$ cat src/rtl/mux4_rr_arbiter_pkg.sv
// Shared definitions for the 4-requester round-robin mux arbiter.
// Holds FSM state encodings, requester count and the reset pointer value.
// No logic; imported by the arbiter top and the round-robin picker.
package mux4_rr_arbiter_pkg;

  localparam int NUM_REQ = 4;
  localparam int SEL_W   = 2;

  // Pointer value after reset: requester 0 is searched first.
  localparam logic [SEL_W-1:0] PTR_RST = 2'd3;

  typedef enum logic {
    ST_IDLE  = 1'b0,
    ST_GRANT = 1'b1
  } arb_state_t;

  // Search for the next owner always begins one past the given index.
  function automatic logic [SEL_W-1:0] next_ptr(input logic [SEL_W-1:0] p);
    return p + 2'd1;
  endfunction

endpackage

$ cat src/rtl/mux4_rr_arbiter_rr_pick4.sv
// Round-robin picker: first set request bit scanning upward from i_start, wrapping.
// Latency: purely combinational, zero cycles.
// Backpressure: none; pure function of its inputs.
module rr_pick4
  import mux4_rr_arbiter_pkg::*;
(
  input  logic [NUM_REQ-1:0] i_req,
  input  logic [SEL_W-1:0]   i_start,
  output logic               o_hit,
  output logic [SEL_W-1:0]   o_idx,
  output logic [NUM_REQ-1:0] o_onehot
);

  logic [SEL_W-1:0] w_cand;

  // Scan the four positions in priority order, keeping the first hit.
  always_comb begin
    o_hit  = 1'b0;
    o_idx  = i_start;
    w_cand = i_start;
    for (int k = 0; k < NUM_REQ; k++) begin
      w_cand = i_start + SEL_W'(k);
      if (!o_hit && i_req[w_cand]) begin
        o_hit = 1'b1;
        o_idx = w_cand;
      end
    end
  end

  assign o_onehot = o_hit ? (NUM_REQ'(1) << o_idx) : '0;

endmodule

$ cat src/rtl/mux4_rr_arbiter.sv
// Round-robin arbiter driving a shared 4:1 mux select and a valid/ready uplink.
// Latency: grant one cycle after request in IDLE; back-to-back grants on accept.
// Backpressure: holds grant while ready is low; drops it after TIMEOUT stalled cycles.
module mux4_rr_arbiter
  import mux4_rr_arbiter_pkg::*;
#(
  parameter int TIMEOUT = 255,  // 0 disables the stall timeout
  parameter int CNT_W   = 8     // TIMEOUT must fit: TIMEOUT < 2**CNT_W
)
(
  input  logic               i_clk,
  input  logic               i_rst,
  input  logic [NUM_REQ-1:0] i_req,
  output logic [SEL_W-1:0]   o_sel,
  output logic [NUM_REQ-1:0] o_grant,
  output logic               o_out_valid,
  input  logic               i_out_ready,
  output logic [NUM_REQ-1:0] o_ack,
  output logic               o_timeout_err,
  output logic               o_busy
);

  localparam logic [CNT_W-1:0] TO_LAST = CNT_W'(TIMEOUT - 1);
  localparam logic [CNT_W-1:0] CNT_ONE = CNT_W'(1);

  arb_state_t         r_state, w_state;
  logic [SEL_W-1:0]   r_sel, w_sel;
  logic [NUM_REQ-1:0] r_grant, w_grant;
  logic               r_out_valid, w_out_valid;
  logic               r_timeout_err, w_timeout_err;
  logic [CNT_W-1:0]   r_cnt, w_cnt;
  logic [SEL_W-1:0]   r_last, w_last;

  logic               w_accept;
  logic [NUM_REQ-1:0] w_pick_req;
  logic [SEL_W-1:0]   w_pick_start;
  logic               w_hit;
  logic [SEL_W-1:0]   w_idx;
  logic [NUM_REQ-1:0] w_onehot;

  assign w_accept = r_out_valid & i_out_ready;

  // One picker serves both cases: in IDLE it scans from the pointer, in GRANT it
  // re-arbitrates past the current owner, excluding the owner being acknowledged.
  assign w_pick_req   = (r_state == ST_IDLE) ? i_req : (i_req & ~r_grant);
  assign w_pick_start = (r_state == ST_IDLE) ? next_ptr(r_last) : next_ptr(r_sel);

  rr_pick4 u_pick (
    .i_req    (w_pick_req),
    .i_start  (w_pick_start),
    .o_hit    (w_hit),
    .o_idx    (w_idx),
    .o_onehot (w_onehot)
  );

  // State register and all registered outputs.
  always_ff @(posedge i_clk) begin
    if (i_rst) begin
      r_state       <= ST_IDLE;
      r_sel         <= '0;
      r_grant       <= '0;
      r_out_valid   <= 1'b0;
      r_timeout_err <= 1'b0;
      r_cnt         <= '0;
      r_last        <= PTR_RST;
    end else begin
      r_state       <= w_state;
      r_sel         <= w_sel;
      r_grant       <= w_grant;
      r_out_valid   <= w_out_valid;
      r_timeout_err <= w_timeout_err;
      r_cnt         <= w_cnt;
      r_last        <= w_last;
    end
  end

  // Next-state logic: accept beats abandon, abandon beats timeout.
  always_comb begin
    w_state       = r_state;
    w_sel         = r_sel;
    w_grant       = r_grant;
    w_out_valid   = r_out_valid;
    w_timeout_err = 1'b0;
    w_cnt         = r_cnt;
    w_last        = r_last;
    case (r_state)
      ST_IDLE: begin
        if (w_hit) begin
          w_state     = ST_GRANT;
          w_sel       = w_idx;
          w_grant     = w_onehot;
          w_out_valid = 1'b1;
          w_cnt       = '0;
        end
      end
      ST_GRANT: begin
        if (w_accept) begin
          w_last = r_sel;
          w_cnt  = '0;
          if (w_hit) begin
            w_sel   = w_idx;
            w_grant = w_onehot;
          end else begin
            w_state     = ST_IDLE;
            w_grant     = '0;
            w_out_valid = 1'b0;
          end
        end else if (!i_req[r_sel]) begin
          // Requester withdrew: release silently, pointer untouched.
          w_state     = ST_IDLE;
          w_grant     = '0;
          w_out_valid = 1'b0;
          w_cnt       = '0;
        end else if ((TIMEOUT != 0) && (r_cnt == TO_LAST)) begin
          w_state       = ST_IDLE;
          w_grant       = '0;
          w_out_valid   = 1'b0;
          w_timeout_err = 1'b1;
          w_last        = r_sel;
          w_cnt         = '0;
        end else begin
          w_cnt = r_cnt + CNT_ONE;
        end
      end
      default: begin
        w_state = ST_IDLE;
      end
    endcase
  end

  assign o_sel         = r_sel;
  assign o_grant       = r_grant;
  assign o_out_valid   = r_out_valid;
  assign o_timeout_err = r_timeout_err;
  assign o_busy        = (r_state == ST_GRANT);
  assign o_ack         = r_grant & {NUM_REQ{w_accept}};

endmodule

$ cat config.mk
export PLATFORM = sky130hd
export DESIGN_NAME = mux4_rr_arbiter
export DESIGN_NICKNAME = d
export VERILOG_FILES = /design/src/rtl/mux4_rr_arbiter_pkg.sv /design/src/rtl/mux4_rr_arbiter_rr_pick4.sv /design/src/rtl/mux4_rr_arbiter.sv
export SDC_FILE = /design/constraint.sdc
export NUM_CORES = 1
export LEC_CHECK = 0
export BUFFER_PORTS_ARGS = -buffer_cell sky130_fd_sc_hd__buf_2
export CORE_ASPECT_RATIO = 0.6
export CORE_MARGIN = 1
export CORE_UTILIZATION = 40
export CTS_CLUSTER_DIAMETER = 100
export CTS_CLUSTER_SIZE = 28
export DETAILED_ROUTE_END_ITERATION = 8
export SYNTH_ARGS = -nofsm -noshare
export SYNTH_HDL_FRONTEND = slang
export SYNTH_SLANG_ARGS = --single-unit
$ cat constraint.sdc
create_clock -name i_clk -period 2.2 [get_ports i_clk]
set_clock_uncertainty 0.15 [all_clocks]
set_input_delay 0.66 -clock i_clk [delete_from_list [all_inputs] [get_ports i_clk]]
set_output_delay 0.66 -clock i_clk [all_outputs]
set_load 0.02 [all_outputs]
==> impl_results.md, run 1 <==
- CTS buffer count: 3
- # IOs: 20
- Total vias in the final route: 1026
- Synthesized cell area: 1130 um2
- Routed WL per cell: 15.5 um
- Layout Utilization: 51.3%
- Kind of cell adding the most delay to the critical path: buffers and inverters
- Static Leak: 0.000557 uW
- Count of synthesis-stage warnings from yosys: 0
- Number of diodes: 0
- Total of flip-flops plus latches after synthesis: 19
- Post-synthesis average cell area: 9.23 um2
- Clk slew on worst S/H paths: 0.07 ns
- PD cells: 711 nW/um2
- CP arrival: 1.23 ns
- Number of clock sinks seen by CTS: 19
- Die Height: 43.3 um
- Chain of cells forming the critical path: buf_2 -> nand2_1 -> nor2_1 -> buf_2
- DR vias/cell: 5.70
- Detailed placement HPWL: 2.21 mm
- Pre-antenna DRT Iters: 6
- Final routed DRC violation total: 2
- Critical path buffers and inverters: 2
- Worst-margin pin slew: 0.403 ns
- Most frequent standard cell in the layout excluding fill and tap cells: sky130_fd_sc_hd__buf_2
- Net count reported at finish: 158
- Fraction of final layout cells sized beyond drive strength 1: 31.8%
- Global-route usage over all layers: 20.8%
- Worst setup SP type: input port
- RSZ-0062 raised after global routing: no
- Worst slew slack as a fraction of its limit: 73.2%
- Most used cells in the layout excluding fill and tap cells: 19 x sky130_fd_sc_hd__buf_2, 18 x sky130_fd_sc_hd__dfxtp_1, 15 x sky130_fd_sc_hd__nor2_1
- Synth Net Count: 132
- DRC violation total after the first TritonRoute iteration: 42
- Routed Antenna Nets: 0
- Critical Path RT: 1.39 ns
- Top cell by count, worst path: sky130_fd_sc_hd__buf_2
- CTS H-Tree Depth: 1
- Final Critical Period: 2.04 ns
- Count of fill cells added during filler insertion: 256
- Layout-stage area growth over the synthesis result: 17.1%
- Width of the die: 70.8 um
- Vias in the first global route: 935
- Routability congestion estimate: 0.744
- Number of distinct library cell variants in the gate-level netlist after synthesis: 47
- Total length of routed wires: 2.78 mm
- Total die area: 3060 um2
- Initial antenna violation count: 0
- Clock tree buffer depth: 2
- Top flip-flop cell by instance count after synthesis: sky130_fd_sc_hd__dfxtp_1
- Number of endpoints with negative hold slack in the final report: 0
- Number of maximum-capacitance violations: 0
- Clock tree from TritonCTS: done
- Share of flip-flops with an asynchronous set or reset: 0%
- CP Class: input port to output pin
- Kind of path behind the tightest hold check: flop to flop
- Pin count of the biggest net entering global routing: 13
- Highest ir drop seen on vdd: 0.320 mV
- Critical Path End Type: output pin
- Row count: 14
- Clock Tree Root: sky130_fd_sc_hd__clkbuf_8
- Post-route fraction of the period consumed by the critical path: 92.8%
- Number of enable flip-flop cells after synthesis: 0
- Maximum achievable frequency: 0.490 GHz
- Run status: complete, but fails checks
- Fin. max-slew vios: 0
- Core region area: 2590 um2
- Gate count after technology mapping: 123
- Clock latency reported for the late side of the worst-skew pair: 0.26 ns
- Total overflow reported by the global router: 0
- Worst Path Max Fanout: 5
- Stage delay of the slowest cell on the critical path: 0.18 ns
- Number of endpoints failing setup at the final stage: 0
- Failing checks: design-rule violations
- Starting utilization of the core area: 43.8%
- Total Power Consumption: 945 uW
- Number of buffers inserted by port buffering: 19
- Sequential-to-total area share from yosys stat: 33.5%
- Slack of the worst reg-to-reg path: 0.28 ns
- Cell with the largest stage delay on the worst path: sky130_fd_sc_hd__buf_2
- Wire length of the first global-routing pass: 4.66 mm
-- worst register-to-register path: stages, from the launching register on --
cell and delay (ns):
sky130_fd_sc_hd__dfxtp_2 0.48, sky130_fd_sc_hd__mux2_2 0.45, sky130_fd_sc_hd__a311oi_1 0.38, sky130_fd_sc_hd__a21oi_2 0.14, sky130_fd_sc_hd__o32ai_2 0.25
-- through the flow --
step                hold slack (ns)  std cells  instance area, um2  setup WS, ns  TNS, ns
finish                        0.333        180                1330         0.159        0
global route                  0.354        180                1330        0.0804        0
CTS                           0.341        180                1330         0.148        0
global placement              0.298        176                1280       0.00527        0
floorplan                     0.281        123                1130         0.204        0
detailed placement            0.316        176                1280       -0.0245  -0.0520
-- kinds of logic after synthesis --
kind of cell	share of synthesized area, %
compound gates	28.8
xor+xnor	4.63
fa+ha+maj	2.20
buf+inv	6.50
flops	33.5
mux	5.18
simple gates	19.2
-- path summary, 6_finish.rpt --
check / start / end / cells after the start
worst min register to register: r_last[0] / r_last[0] / 1
worst min-delay path: r_last[0] / r_last[0] / 1
worst max-delay path: i_out_ready / o_ack[0] / 4
worst max register to register: o_busy / o_grant[3] / 4
-- where the power goes --
group | switching [uW] | leakage, uW | internal [uW]
Combinational | 166 | 0.000379 | 126
Clock | 120 | 0.0000228 | 129
Sequential | 35.0 | 0.000155 | 370
-- area by class of cell --
cell class,count,area [um2],area share [%]
flip-flops and latches,19,382,28.7
multi-input cells,89,681,51.2
repair buffers,25,140,10.5
well taps,32,40.0,3.01
clock buffers,4,45.0,3.39
inverters,11,41.3,3.11
-- synth_stat cells (3+ instances only) --
master	instances	area, um2
sky130_fd_sc_hd__xor2_1	4	35.0
sky130_fd_sc_hd__nand2_1	6	22.5
sky130_fd_sc_hd__o21ai_0	4	20.0
sky130_fd_sc_hd__nand4_1	5	31.3
sky130_fd_sc_hd__a21oi_1	7	35.0
sky130_fd_sc_hd__o221ai_1	3	26.3
sky130_fd_sc_hd__nor2_1	15	56.3
sky130_fd_sc_hd__a211o_1	3	26.3
sky130_fd_sc_hd__inv_1	11	41.3
sky130_fd_sc_hd__dfxtp_1	19	380
-- registers in the layout (all words and copies together) (netlist names) --
register and count:
r_cnt 8, o_grant 4, o_sel 2, r_last 2, o_busy 1, o_out_valid 1, o_timeout_err 1
-- timing repair --
item	4_1_cts	5_1_grt
hold buffers	0	0
buffers inserted	0	0
endpoints found under the setup margin	0	1
resized for setup	0	1
-- layer usage --
metal,vias up,routed length (um),track usage (%)
met5,-,0,0
met4,0,28,6.00
met3,5,207,5.46
met2,31,1090,29.0
met1,495,1460,31.0
li1,495,-,-
(Power assumes the default switching activity.)
==> run 2, diff against run 1 <==
Settings changed: ABC_AREA set to 1, BUFFER_PORTS_ARGS -buffer_cell sky130_fd_sc_hd__buf_2 to -buffer_cell sky130_fd_sc_hd__clkbuf_2.
==> run 2 against run 1 <==
The flow now finishes without violations. Combinational power grew to 4.0 times the previous value. Critical path depth did not move. Area after synthesis increased by 28%.
==> impl_results.md, run 2 <==
- Critical Path End Type: output pin
- Run status: finished, final reports clean
- Total length of routed wires: 3.75 mm (+35%)
- Clock Tree Root: sky130_fd_sc_hd__clkbuf_8
- Number of maximum-capacitance violations: 0 (unchanged)
- Most used cells in the layout excluding fill and tap cells: 75 x sky130_fd_sc_hd__nand2_1, 28 x sky130_fd_sc_hd__inv_1, 20 x sky130_fd_sc_hd__nand2_2
- Number of buffers inserted by port buffering: 19 (unchanged)
- Synthesized cell area: 1460 um2 (+28%)
- Critical Path RT: 1.39 ns (about the same)
- CP arrival: 1.25 ns (+0.02 ns)
- Area leader, netlist: sky130_fd_sc_hd__dfxtp_1
- Number of diodes: 0 (unchanged)
- Post-route fraction of the period consumed by the critical path: 93.6% (+0.84 points)
- Worst Path Max Fanout: 6 (+1)
- Power Internal: 909 uW (+46%)
- Static Leak: 0.000877 uW (+57%)
- Routability congestion estimate: 0.853 (+15%)
- Final Critical Period: 2.06 ns (+0.0184 ns)
- Top area cells in the synthesized netlist: sky130_fd_sc_hd__dfxtp_1 26%, sky130_fd_sc_hd__nand2_1 20%, sky130_fd_sc_hd__nand2_2 8.2%, sky130_fd_sc_hd__inv_1 7.2%, sky130_fd_sc_hd__nand2_4 7.0%
- Clock latency reported for the late side of the worst-skew pair: 0.26 ns (about the same)
- Number of enable flip-flop cells after synthesis: 0 (unchanged)
- Area share of the largest cell type after synthesis: 26.1% (-7.4 points)
- Combinational cell fraction of total power: 61.4% (+31 points)
- Global-route usage over all layers: 21.5% (+0.71 points)
- Number of flip-flops under the largest register name: 8 (unchanged)
- Worst setup SP type: input port
- Routed Antenna Nets: 0 (unchanged)
- Number of placed cells counting well taps: 305 (+73%)
- CP Class: input port to output pin
- Sequential group share of total power: 25.7% (-17 points)
- Total die area: 3900 um2 (+27%)
- Final std cell area, no fill: 1720 um2 (+29%)
- Detailed placement HPWL: 3.01 mm (+37%)
- Highest ir drop seen on vdd: 0.443 mV (+38%)
- Initial antenna violation count: 0 (unchanged)
- Clock tree from TritonCTS: done
- Worst-margin pin slew: 0.368 ns (-0.0348 ns)
- Vias in the first global route: 1296 (+39%)
- Pin count of the biggest net entering global routing: 12 (-1)
- Net count reported at finish: 274 (+73%)
- Post-synthesis average cell area: 6.23 um2 (-32%)
- Die Height: 48.8 um (+13%)
- Layout-stage area growth over the synthesis result: 17.8%
- CTS H-Tree Depth: 1 (unchanged)
- Reg2Reg Depth: 14 (+10)
- Share of flip-flops with an asynchronous set or reset: 0% (unchanged)
- Origin of the worst min-delay path: r_cnt[4]
- Hold Slack: 0.345 ns (+0.0112 ns)
- Clk slew on worst S/H paths: 0.07 ns (about the same)
- Number of endpoints with negative hold slack in the final report: 0 (unchanged)
- Total overflow reported by the global router: 0 (unchanged)
- Worst slew slack as a fraction of its limit: 75.5% (+2.3 points)
- Total of flip-flops plus latches after synthesis: 19 (unchanged)
- Routed WL per cell: 12.1 um (-22%)
- Stage delay of the slowest cell on the critical path: 0.18 ns (about the same)
- PD cells: 1110 nW/um2 (+57%)
- Maximum achievable frequency: 0.486 GHz (-0.89%)
- Switching power share of the total: 52.4% (+18 points)
- Final routed DRC violation total: 0 (-2)
- Ranking of synthesized cells by instance count: 76 x sky130_fd_sc_hd__nand2_1, 28 x sky130_fd_sc_hd__inv_1, 20 x sky130_fd_sc_hd__nor2_1, 19 x sky130_fd_sc_hd__dfxtp_1, 19 x sky130_fd_sc_hd__nand2_2
- Number of non-filler instances in the completed layout: 309 (+72%)
- Cell with the largest stage delay on the worst path: sky130_fd_sc_hd__clkbuf_2
- Number of endpoints failing setup at the final stage: 0 (unchanged)
- Reg-to-reg critical path startpoint: o_busy
- CTS buffer count: 3 (unchanged)
- Total vias in the final route: 1486 (+45%)
- Width of the die: 79.9 um (+13%)
- Most frequent standard cell in the layout excluding fill and tap cells: sky130_fd_sc_hd__nand2_1
- Top cell by count, worst path: sky130_fd_sc_hd__clkbuf_2
- DR vias/cell: 4.81 (-16%)
- Fraction of final layout cells sized beyond drive strength 1: 27.3% (-4.5 points)
- Number of instances on the worst hold path: 2 (+1)
- Clock power share: 13.0% (-13 points)
- Core region area: 3360 um2 (+30%)
- Kind of path behind the tightest hold check: flop to flop
- Synth Net Count: 243 (+84%)
- Slack of the worst reg-to-reg path: 0.18 ns (-0.10 ns)
- Top flip-flop cell by instance count after synthesis: sky130_fd_sc_hd__dfxtp_1
- Sequential-to-total area share from yosys stat: 26.1% (-7.4 points)
- Wire length of the first global-routing pass: 6.37 mm (+37%)
- Fin. max-slew vios: 0 (unchanged)
- Chain of cells forming the critical path: clkbuf_2 -> nand2_1 -> nor2_1 -> clkbuf_2
- Net Switching: 1000 uW (+210%)
- Pre-antenna DRT Iters: 4 (-2)
- Post-Route Setup TNS: 0 ns (unchanged)
- Starting utilization of the core area: 43.3% (-0.43 points)
- Clock tree buffer depth: 2 (unchanged)
- Most repeated cell in the gate-level netlist after synthesis: sky130_fd_sc_hd__nand2_1
- # IOs: 20 (unchanged)
- Placed Area: 1660 um2 (+29%)
- Number of clock sinks seen by CTS: 19 (unchanged)
- Hold EP: r_cnt[4]
- Row count: 16 (+2)
- Count of synthesis-stage warnings from yosys: 0 (unchanged)
- Gate count after technology mapping: 234 (+90%)
- DRC violation total after the first TritonRoute iteration: 118 (+180%)
- R2r endpoint: o_sel[0]
- Register name with the most flops: r_cnt
- Number of distinct library cell variants in the gate-level netlist after synthesis: 26 (-45%)
## run 2: per-stage QoR
stage,power [uW],utilization [%],setup slack (ns)
floorplan,1290,-,0.228
global placement,1640,49.3,0.0593
detailed placement,1630,49.3,0.0689
CTS,1880,50.7,0.0772
global route,2090,51.0,-0.00698
finish,1910,51.0,0.141
## run 2: logic make-up after synthesis
group           share of synthesized area (%)
fa+ha+maj                                1.72
xor+xnor                                 1.80
compound gates                           7.73
buf+inv                                  9.61
flops                                    26.1
simple gates                             53.0
## run 2: area by class of cell
cell class,instances,area (um2)
fillers,355,1650
clock inverters,1,5.00
repair buffers,27,155
clock buffers,3,41.3
well taps,45,56.3
flip-flops and latches,19,385
multi-input cells,181,945
inverters,33,129
## run 2: critical path, delay by kind of cell
family / cells / cell delay (ns)
buf+inv: 2 / 0.26
simple gates: 2 / 0.33
## run 2: metal layers
| layer | global-route usage [%] | share of wire [%] | vias up |
|---|---|---|---|
| li1 | - | - | 806 |
| met1 | 35.5 | 59 | 636 |
| met3 | 7.17 | 7.3 | 0 |
| met2 | 26.6 | 34 | 44 |
| met5 | 0 | 0 | - |
| met4 | 1.79 | 0 | 0 |
## run 2: worst max path at each step
stage / start / endpoint / cells after the start
2_1_floorplan: o_busy / o_sel[1] / 14
3_3_place_gp: i_req[3] / o_grant[3] / 10
3_5_place_dp: i_req[2] / o_grant[0] / 14
4_1_cts: o_busy / o_grant[0] / 15
5_1_grt: o_busy / o_sel[0] / 14
6_report: i_out_ready / o_ack[2] / 4
## run 2: repair_timing
item / 4_1_cts / 5_1_grt
hold buffers: 0 / 0
setup buffers: 0 / 0
endpoints found under the setup margin: 0 / 15
resized for setup: 0 / 6
## run 2: power groups by stage
stage                     sequential, uW  combinational [uW]  clock (uW)
final                                491                1170         248
after global routing                 502                1320         272
after CTS                            485                1140         252
after detailed placement             492                1130           0
after global placement               492                1150           0
after floorplan                      538                 756           0
